==> src/rtl/conv_control_gen_pkg.sv <==
// Shared defaults, FSM state type and width helper for the conv layer control engine.
package conv_control_gen_pkg;

  localparam int unsigned DEF_DATA_WIDTH          = 16;
  localparam int unsigned DEF_INPUT_NUM_MEM       = 6;
  localparam int unsigned DEF_IFMAP_PAR           = 3;
  localparam int unsigned DEF_NUM_ONE_PIXEL_CYCLE = 8;
  localparam int unsigned DEF_PIPE_DELAY          = 4;
  localparam int unsigned DEF_NUM_PIXELS          = 16;

  typedef enum logic [1:0] {
    ST_IDLE = 2'd0,
    ST_FILL = 2'd1,
    ST_RUN  = 2'd2,
    ST_DONE = 2'd3
  } state_t;

  // $clog2 that never returns 0, so single-value selectors still get a 1-bit signal
  function automatic int unsigned clog2_min1(input int unsigned v);
    return (v <= 1) ? 1 : $clog2(v);
  endfunction

endpackage

==> src/rtl/conv_control_gen_group_mux.sv <==
// Steers one group of PAR feature memories (both ports) onto the MAC lanes; zeros when not enabled.
module conv_group_mux
  import conv_control_gen_pkg::*;
#(
  parameter  int unsigned DW      = 16,
  parameter  int unsigned MEMS    = 6,
  parameter  int unsigned PAR     = 3,
  localparam int unsigned NGROUPS = MEMS / PAR,
  localparam int unsigned GSEL_W  = clog2_min1(NGROUPS)
) (
  input  logic                en,
  input  logic [GSEL_W-1:0]   group_sel,
  input  logic [DW*MEMS-1:0]  q_a_all,
  input  logic [DW*MEMS-1:0]  q_b_all,
  output logic [DW*PAR-1:0]   q_a_mux_all,
  output logic [DW*PAR-1:0]   q_b_mux_all
);

  always_comb begin
    q_a_mux_all = '0;
    q_b_mux_all = '0;
    for (int unsigned g = 0; g < NGROUPS; g++) begin
      if (en && (group_sel == GSEL_W'(g))) begin
        q_a_mux_all = q_a_all[g*PAR*DW +: PAR*DW];
        q_b_mux_all = q_b_all[g*PAR*DW +: PAR*DW];
      end
    end
  end

endmodule

==> src/rtl/conv_control_gen.sv <==
// Conv layer control engine: pipeline fill, per-pixel sload cadence, group round-robin, done flag.
module conv_control_gen
  import conv_control_gen_pkg::*;
#(
  parameter  int unsigned DATA_WIDTH          = DEF_DATA_WIDTH,
  parameter  int unsigned INPUT_NUM_MEM       = DEF_INPUT_NUM_MEM,
  parameter  int unsigned IFMAP_PAR           = DEF_IFMAP_PAR,
  parameter  int unsigned NUM_ONE_PIXEL_CYCLE = DEF_NUM_ONE_PIXEL_CYCLE,
  parameter  int unsigned PIPE_DELAY          = DEF_PIPE_DELAY,
  parameter  int unsigned NUM_PIXELS          = DEF_NUM_PIXELS,
  localparam int unsigned NUM_GROUPS          = INPUT_NUM_MEM / IFMAP_PAR,
  localparam int unsigned GROUP_CYCLES        = NUM_ONE_PIXEL_CYCLE / NUM_GROUPS,
  localparam int unsigned SLOAD_W             = $clog2(NUM_ONE_PIXEL_CYCLE),
  localparam int unsigned PIX_W               = $clog2(NUM_PIXELS + 1),
  localparam int unsigned GSEL_W              = clog2_min1(NUM_GROUPS),
  localparam int unsigned FILL_W              = clog2_min1(PIPE_DELAY)
) (
  input  logic                             clock,
  input  logic                             reset,
  input  logic                             enable,
  input  logic [DATA_WIDTH*INPUT_NUM_MEM-1:0] in_feature_q_a_all,
  input  logic [DATA_WIDTH*INPUT_NUM_MEM-1:0] in_feature_q_b_all,
  output logic                             in_feature_rden,
  output logic                             weight_rden,
  output logic                             enable_addrger,
  output logic                             enable_mult,
  output logic                             accum_sload,
  output logic [SLOAD_W-1:0]               count_sload,
  output logic [GSEL_W-1:0]                group_sel,
  output logic [DATA_WIDTH*IFMAP_PAR-1:0]  in_feature_q_a_mux_all,
  output logic [DATA_WIDTH*IFMAP_PAR-1:0]  in_feature_q_b_mux_all,
  output logic                             start,
  output logic                             conv_done,
  output logic                             busy
);

  if (((INPUT_NUM_MEM % IFMAP_PAR) != 0) || ((NUM_ONE_PIXEL_CYCLE % NUM_GROUPS) != 0)) begin : g_param_check
    $error("conv_control_gen: INPUT_NUM_MEM must divide by IFMAP_PAR and NUM_ONE_PIXEL_CYCLE by NUM_GROUPS");
  end

  state_t              state_q, state_d;
  logic [FILL_W-1:0]   fill_q, fill_d;
  logic [SLOAD_W-1:0]  cnt_q, cnt_d;
  logic [GSEL_W-1:0]   gsel_q, gsel_d;
  logic [PIX_W-1:0]    pix_q, pix_d;
  logic                rden_q, rden_d;
  logic                mult_q, mult_d;
  logic                start_q, start_d;
  logic                done_q, done_d;

  always_comb begin
    state_d = state_q;
    fill_d  = '0;
    cnt_d   = '0;
    pix_d   = '0;
    case (state_q)
      ST_IDLE: if (enable) state_d = ST_FILL;
      ST_FILL: begin
        if (!enable) begin
          state_d = ST_IDLE;
        end else if (fill_q == FILL_W'(PIPE_DELAY - 1)) begin
          state_d = ST_RUN;
        end else begin
          fill_d = fill_q + 1'b1;
        end
      end
      ST_RUN: begin
        if (!enable) begin
          state_d = ST_IDLE;
        end else if (cnt_q == SLOAD_W'(NUM_ONE_PIXEL_CYCLE - 1)) begin
          if (pix_q == PIX_W'(NUM_PIXELS - 1)) state_d = ST_DONE;
          else                                 pix_d   = pix_q + 1'b1;
        end else begin
          cnt_d = cnt_q + 1'b1;
          pix_d = pix_q;
        end
      end
      ST_DONE: if (!enable) state_d = ST_IDLE;
      default: state_d = ST_IDLE;
    endcase

    // Outputs are registered, so they are decoded from the next state
    rden_d  = (state_d == ST_FILL) || (state_d == ST_RUN);
    mult_d  = (state_d == ST_RUN);
    start_d = (state_q == ST_FILL) && (state_d == ST_RUN);
    done_d  = (state_d == ST_DONE);
    gsel_d  = GSEL_W'(32'(cnt_d) / GROUP_CYCLES);
  end

  always_ff @(posedge clock) begin
    if (reset) begin
      state_q <= ST_IDLE;
      fill_q  <= '0;
      cnt_q   <= '0;
      gsel_q  <= '0;
      pix_q   <= '0;
      rden_q  <= 1'b0;
      mult_q  <= 1'b0;
      start_q <= 1'b0;
      done_q  <= 1'b0;
    end else begin
      state_q <= state_d;
      fill_q  <= fill_d;
      cnt_q   <= cnt_d;
      gsel_q  <= gsel_d;
      pix_q   <= pix_d;
      rden_q  <= rden_d;
      mult_q  <= mult_d;
      start_q <= start_d;
      done_q  <= done_d;
    end
  end

  assign in_feature_rden = rden_q;
  assign weight_rden     = rden_q;
  assign enable_addrger  = rden_q;
  assign busy            = rden_q;
  assign enable_mult     = mult_q;
  assign start           = start_q;
  assign conv_done       = done_q;
  assign count_sload     = cnt_q;
  assign group_sel       = gsel_q;
  assign accum_sload     = (state_q == ST_RUN) && (cnt_q == '0);

  conv_group_mux #(
    .DW   (DATA_WIDTH),
    .MEMS (INPUT_NUM_MEM),
    .PAR  (IFMAP_PAR)
  ) u_group_mux (
    .en          (state_q == ST_RUN),
    .group_sel   (gsel_q),
    .q_a_all     (in_feature_q_a_all),
    .q_b_all     (in_feature_q_b_all),
    .q_a_mux_all (in_feature_q_a_mux_all),
    .q_b_mux_all (in_feature_q_b_mux_all)
  );

endmodule

==> config.mk <==
export PLATFORM = sky130hd
export DESIGN_NAME = conv_control_gen
export DESIGN_NICKNAME = d
export VERILOG_FILES = /design/src/rtl/conv_control_gen_pkg.sv /design/src/rtl/conv_control_gen_group_mux.sv /design/src/rtl/conv_control_gen.sv
export SDC_FILE = /design/constraint.sdc
export NUM_CORES = 1
export LEC_CHECK = 0
export CAP_MARGIN = 10
export CORE_AREA = 2 2 116 118
export CTS_CLUSTER_DIAMETER = 30
export DETAILED_ROUTE_END_ITERATION = 6
export DIE_AREA = 0 0 118 120
export SLEW_MARGIN = 20
export SYNTH_ARGS = -nofsm -noshare
export SYNTH_HDL_FRONTEND = slang
export SYNTH_SLANG_ARGS = --single-unit
==> constraint.sdc <==
create_clock -name clock -period 3 [get_ports clock]
set_clock_uncertainty 0.15 [all_clocks]
set_input_delay 0.9 -clock clock [delete_from_list [all_inputs] [get_ports clock]]
set_output_delay 0.9 -clock clock [all_outputs]
set_load 0.02 [all_outputs]
=== Word-level counts from Yosys, hierarchy flattened ===
Index checks and enable logic that the tools add are counted.

* Output and inout bits: 108
* Logic and storage cells: 48
* Memories kept: 0
* Flip-flop bits (word level): 16
* RAM bits: 0
* ROM bits: 0
* Input port bits: 195
* Latch bits: 0

* Shift-type cells: 0
* Reductions and logical operators: 10
* Bitwise gates (word level): 4
* Multipliers: 0
* $add $sub $neg: 3
* Equality and inequality tests: 9
* $lt $le $gt $ge: 0
* Divide/modulo/power cells: 0
* Multiplexer cells: 13

{| class="wikitable"
|+ Operator list
! kind !! count
|-
| $mux W48 || 4
|-
| $mux W2 || 7
|-
| $eq A2 B2 Y1 const B || 5
|-
| $pmux W2 S4 || 1
|-
| $reduce_or A4 Y1 || 2
|-
| $add A5 B1 Y5 const B || 1
|-
| $eq A5 B4 Y1 const B || 1
|-
| $mux W5 || 1
|-
| $eq A2 B1 Y1 const B || 2
|-
| $logic_and A1 B1 Y1 || 4
|-
| $not A1 Y1 || 4
|-
| $add A3 B1 Y3 const B || 1
|-
| $eq A3 B3 Y1 const B || 1
|-
| $logic_not A3 Y1 || 1
|-
| $reduce_or A3 Y1 || 1
|-
| $add A2 B1 Y2 const B || 1
|-
| $logic_not A2 Y1 || 1
|-
| $logic_or A1 B1 Y1 || 1
|}

=== Logic depth before layout (Yosys ltp) ===
* Word-level depth: 7
* Gate-level depth with buffers: 8
* Mapped depth without buffers: 7

=== By module ===
A second synthesis with hierarchy kept.

* Cell total of the unflattened synthesis: 281
* Area total of the unflattened synthesis: 2,473.6 um^2

{| class="wikitable"
|+ By module, submodules not included
! module !! times used !! area an instance (um^2) !! cells each
|-
| conv_group_mux || 1 || 1,740.4 || 213
|-
| conv_control_gen || 1 || 733.2 || 68
|}

=== Least setup slack after synthesis ===
OpenSTA, ideal clock, no wires.

* Kind: reg2out
* Start: reg, netlist name count_sload[2]
* End: out in_feature_q_b_mux_all[10]
* Data required time: 1.950 ns
* Path slack: 0.653 ns
* Data arrival time: 1.297 ns
* Stages on the path, launching flop included: 6
* Cell sequence: dfxtp_1 and2_1 buf_2 buf_6 buf_6 a22o_1

{| class="wikitable"
|+ RTL lines
! item !! line !! text
|-
| end, declared || conv_control_gen.sv:31 || <nowiki>output logic [DATA_WIDTH*IFMAP_PAR-1:0] in_feature_q_b_mux_all,</nowiki>
|}

=== Final worst setup path ===
* Start: in in_feature_q_a_all[29]
* End: out in_feature_q_a_mux_all[29]

* Cells in the longest elaborated chain, start to end: 2

{| class="wikitable"
|+ Ends and longest elaborated chain
! item !! line !! text
|-
| start, declared || conv_control_gen.sv:21 || <nowiki>input logic [DATA_WIDTH*INPUT_NUM_MEM-1:0] in_feature_q_a_all,</nowiki>
|-
| $mux W48 (2 in a row) || conv_control_gen_group_mux.sv:23 || <nowiki>if (en && (group_sel == GSEL_W'(g))) begin</nowiki>
|-
| end, declared || conv_control_gen.sv:30 || <nowiki>output logic [DATA_WIDTH*IFMAP_PAR-1:0] in_feature_q_a_mux_all,</nowiki>
|}

Every way passes these cells.

==> results by group <==
Outcome
  – Outcome: completed

Global routing
  – Vias in the first global route: 2810
  – First-pass GRT wire length: 17300 um
  – M3 GR Usage: 6.08%
  – GRT busiest layer: met2
  – Grt total ovfl: 0
  – Total global-route track usage: 15.6%
  – Antenna violations before repair: 1
  – Largest net degree at the start of global routing: 35
  – Met2 Usage GRT: 25.4%
  – GR Layer Usage met1: 19.7%

Clocking
  – CTS Sinks: 16
  – CTS root buf: clkbuf_16
  – Hold buffers post-CTS: 0
  – Clk_lat worst skew: 0.24 ns
  – CTS tree: built
  – Cts repair resizes: 89
  – Post-CTS setup buffer count: 0
  – Clock buffer depth: 2
  – Total CTS buffers: 3
  – H-Tree Depth: 1
  – Clock Pin Slew Worst Setup and Hold Paths: 0.05 ns

Floorplanning
  – Core area: 13000 um2
  – Die Wd: 118 um
  – I/O pin total: 303
  – Die footprint: 14200 um2
  – Row count: 42
  – Die extent in y: 120 um
  – Initial Util: 13.2%

Synthesis
  – Cell count after synthesis: 188
  – Avg Synthesized Cell Area: 9.12 um2
  – Count of different cell masters after synthesis: 29
  – Synth Cell Area: 1710 um2
  – Net Count, Synth: 390
  – Flops & latches, synth: 16
  – Synth Warn #: 0
  – Register area share after synthesis: 18.7%

STA
  – Slew @ Worst Pin: 0.320 ns
  – Slew Limit Headroom: 78.4%
  – Tcrit/Tclk final: 99.2%
  – Final Hold Fails: 0
  – RSZ-0062 raised after global routing: false
  – Final min period: 2.98 ns
  – Max Freq: 336 MHz
  – Max-slew violations: 0
  – Finish-stage setup viols: 0

Pwr
  – Power density cells: 153 nW/um2
  – Pleak: 2.26 nW
  – Final total power: 749 uW
  – Peak supply drop: 272 uV

Place
  – Routability cong.: 0.773
  – Placed inst area: 4920 um2
  – HPWL after detailed placement: 10100 um
  – Cell total after placement: 646
  – IO Port Bufs: 302

Finish
  – Util after Layout: 37.6%
  – Fill cells: 1363
  – Non-filler instance count after layout: 649
  – Antenna cells: 0
  – Final instance area: 4890 um2
  – Layout Nets: 677
  – Ratio of cells with drive above 1 in the final layout: 4.44%
  – Area grow syn2layout: 185%

Setup path
  – FF-to-FF path depth: 6
  – Element type at the critical path end: output pin
  – CP Launch Type: input port
  – Critical Path RT: 1.95 ns
  – Worst Path Arrival: 1.93 ns
  – CP max FO: 1
  – Worst R2R Setup Slack: 0.89 ns
  – Crit Path Class: input port to output pin

Route
  – Vias: 2766
  – Routed len/inst: 18.3 um
  – Number of remaining DRC errors: 0
  – Post-route ant nets: 0
  – Vias per cell: 4.26
  – Initial DRC count: 98
  – Wirelength, routed: 11900 um
  – Drt pass-1 iters: 4

Hold path
  – Worst Hold Class: register to register
  – Number of stages on the worst hold path: 1

Flow run
  – Max Cap Violations: 0
[per-stage QoR]
stage          worst slack (ns)  setup TNS, ns  hold slack [ns]
2_1_floorplan             0.653              0            0.257
3_3_place_gp             -0.245         -13.98            0.269
3_5_place_dp             -0.223         -13.81            0.274
4_1_cts                  0.0449              0            0.281
5_1_grt                 0.00810              0            0.300
6_report                 0.0240              0            0.278
[power breakdown]
| part | total [mW] | internal (mW) | switching, mW |
|---|---|---|---|
| combinational | 0.278 | 0.228 | 0.0505 |
| clock | 0.254 | 0.175 | 0.0792 |
| sequential | 0.217 | 0.215 | 0.00198 |
| total | 0.749 | 0.617 | 0.132 |
[state kept, by name (all words and copies together) (netlist names)]
register     cells
busy             1
conv_done        1
count_sload      3
enable_mult      1
fill_q           2
pix_q            5
start            1
state_q          2
[worst paths after layout]
check	start	end
setup / recovery	in_feature_q_a_all[29]	in_feature_q_a_mux_all[29]
hold / removal	fill_q[0]$_SDFF_PP0_	fill_q[0]$_SDFF_PP0_
setup reg to reg	count_sload[2]$_SDFF_PP0_	start$_SDFF_PP0_
hold reg to reg	fill_q[0]$_SDFF_PP0_	fill_q[0]$_SDFF_PP0_
[cell usage in the layout, fill, tap and decap left out, types with 2 or more instances in the layout]
cell type / n
buf_12: 11
clkdlybuf4s50_1: 205
nor2b_1: 3
nand2_1: 2
dlygate4sd2_1: 89
xor2_1: 2
and2_1: 3
dfxtp_1: 16
buf_4: 4
clkbuf_16: 3
ha_1: 7
a22o_1: 96
nand4_1: 2
nand2b_1: 2
nor4_1: 2
inv_1: 3
nor2_1: 8
[final cells by class]
class	instances	area, um2	area share [%]
clock buffer	3	75.1	1.54
tap	176	220	4.51
multi-input combinational	142	1180	24.1
sequential	16	320	6.56
inverter	3	11.3	0.230
timing repair buffer	309	3080	63.1
[critical path, cell delays in order]
cell and delay, ns:
clkdlybuf4s50_1 0.51, a22o_1 0.14, dlygate4sd2_1 0.37
[cell usage after synthesis]
library cell	number	area (um2)
nor2b_1	3	18.8
o21bai_1	1	7.51
xor2_1	2	17.5
dfxtp_1	16	320
mux2i_1	1	10.0
inv_1	3	11.3
nand4bb_1	1	11.3
a21oi_1	1	5.00
and3b_1	1	8.76
and3_1	1	6.26
buf_6	10	113
nor3b_1	1	7.51
nand3_1	1	5.00
nor4_1	2	12.5
nand2b_1	2	12.5
nand3b_1	1	7.51
a22o_1	96	841
ha_1	7	87.6
buf_4	4	30.0
o21ai_0	1	5.00
buf_2	13	65.1
nand2_1	2	7.51
nor2_1	8	30.0
nor2b_4	1	13.8
and2_1	4	25.0
nor2b_2	1	8.76
xnor2_1	1	8.76
nand4_1	2	12.5
nor3_1	1	5.00
[layer usage]
layer / up-vias / share of wire (%)
met5: - / 0
met2: 147 / 46
li1: 1325 / -
met3: 12 / 10
met4: 0 / 1.3
met1: 1282 / 43
[kinds of logic (layout without fill, tap and decap cells)]
kind of cell	after synthesis	count (layout)	share of synthesized area [%]
AOI/OAI and AO/OA	99	99	50.1
and+or+nand+nor	32	32	11.2
buffers and inverters	30	315	12.8
DFF	16	16	18.7
adders and majority gates	7	7	5.11
xor gates and xnor gates	3	3	1.53
muxes	1	1	0.584
Power figures use the tool's default switching activity.
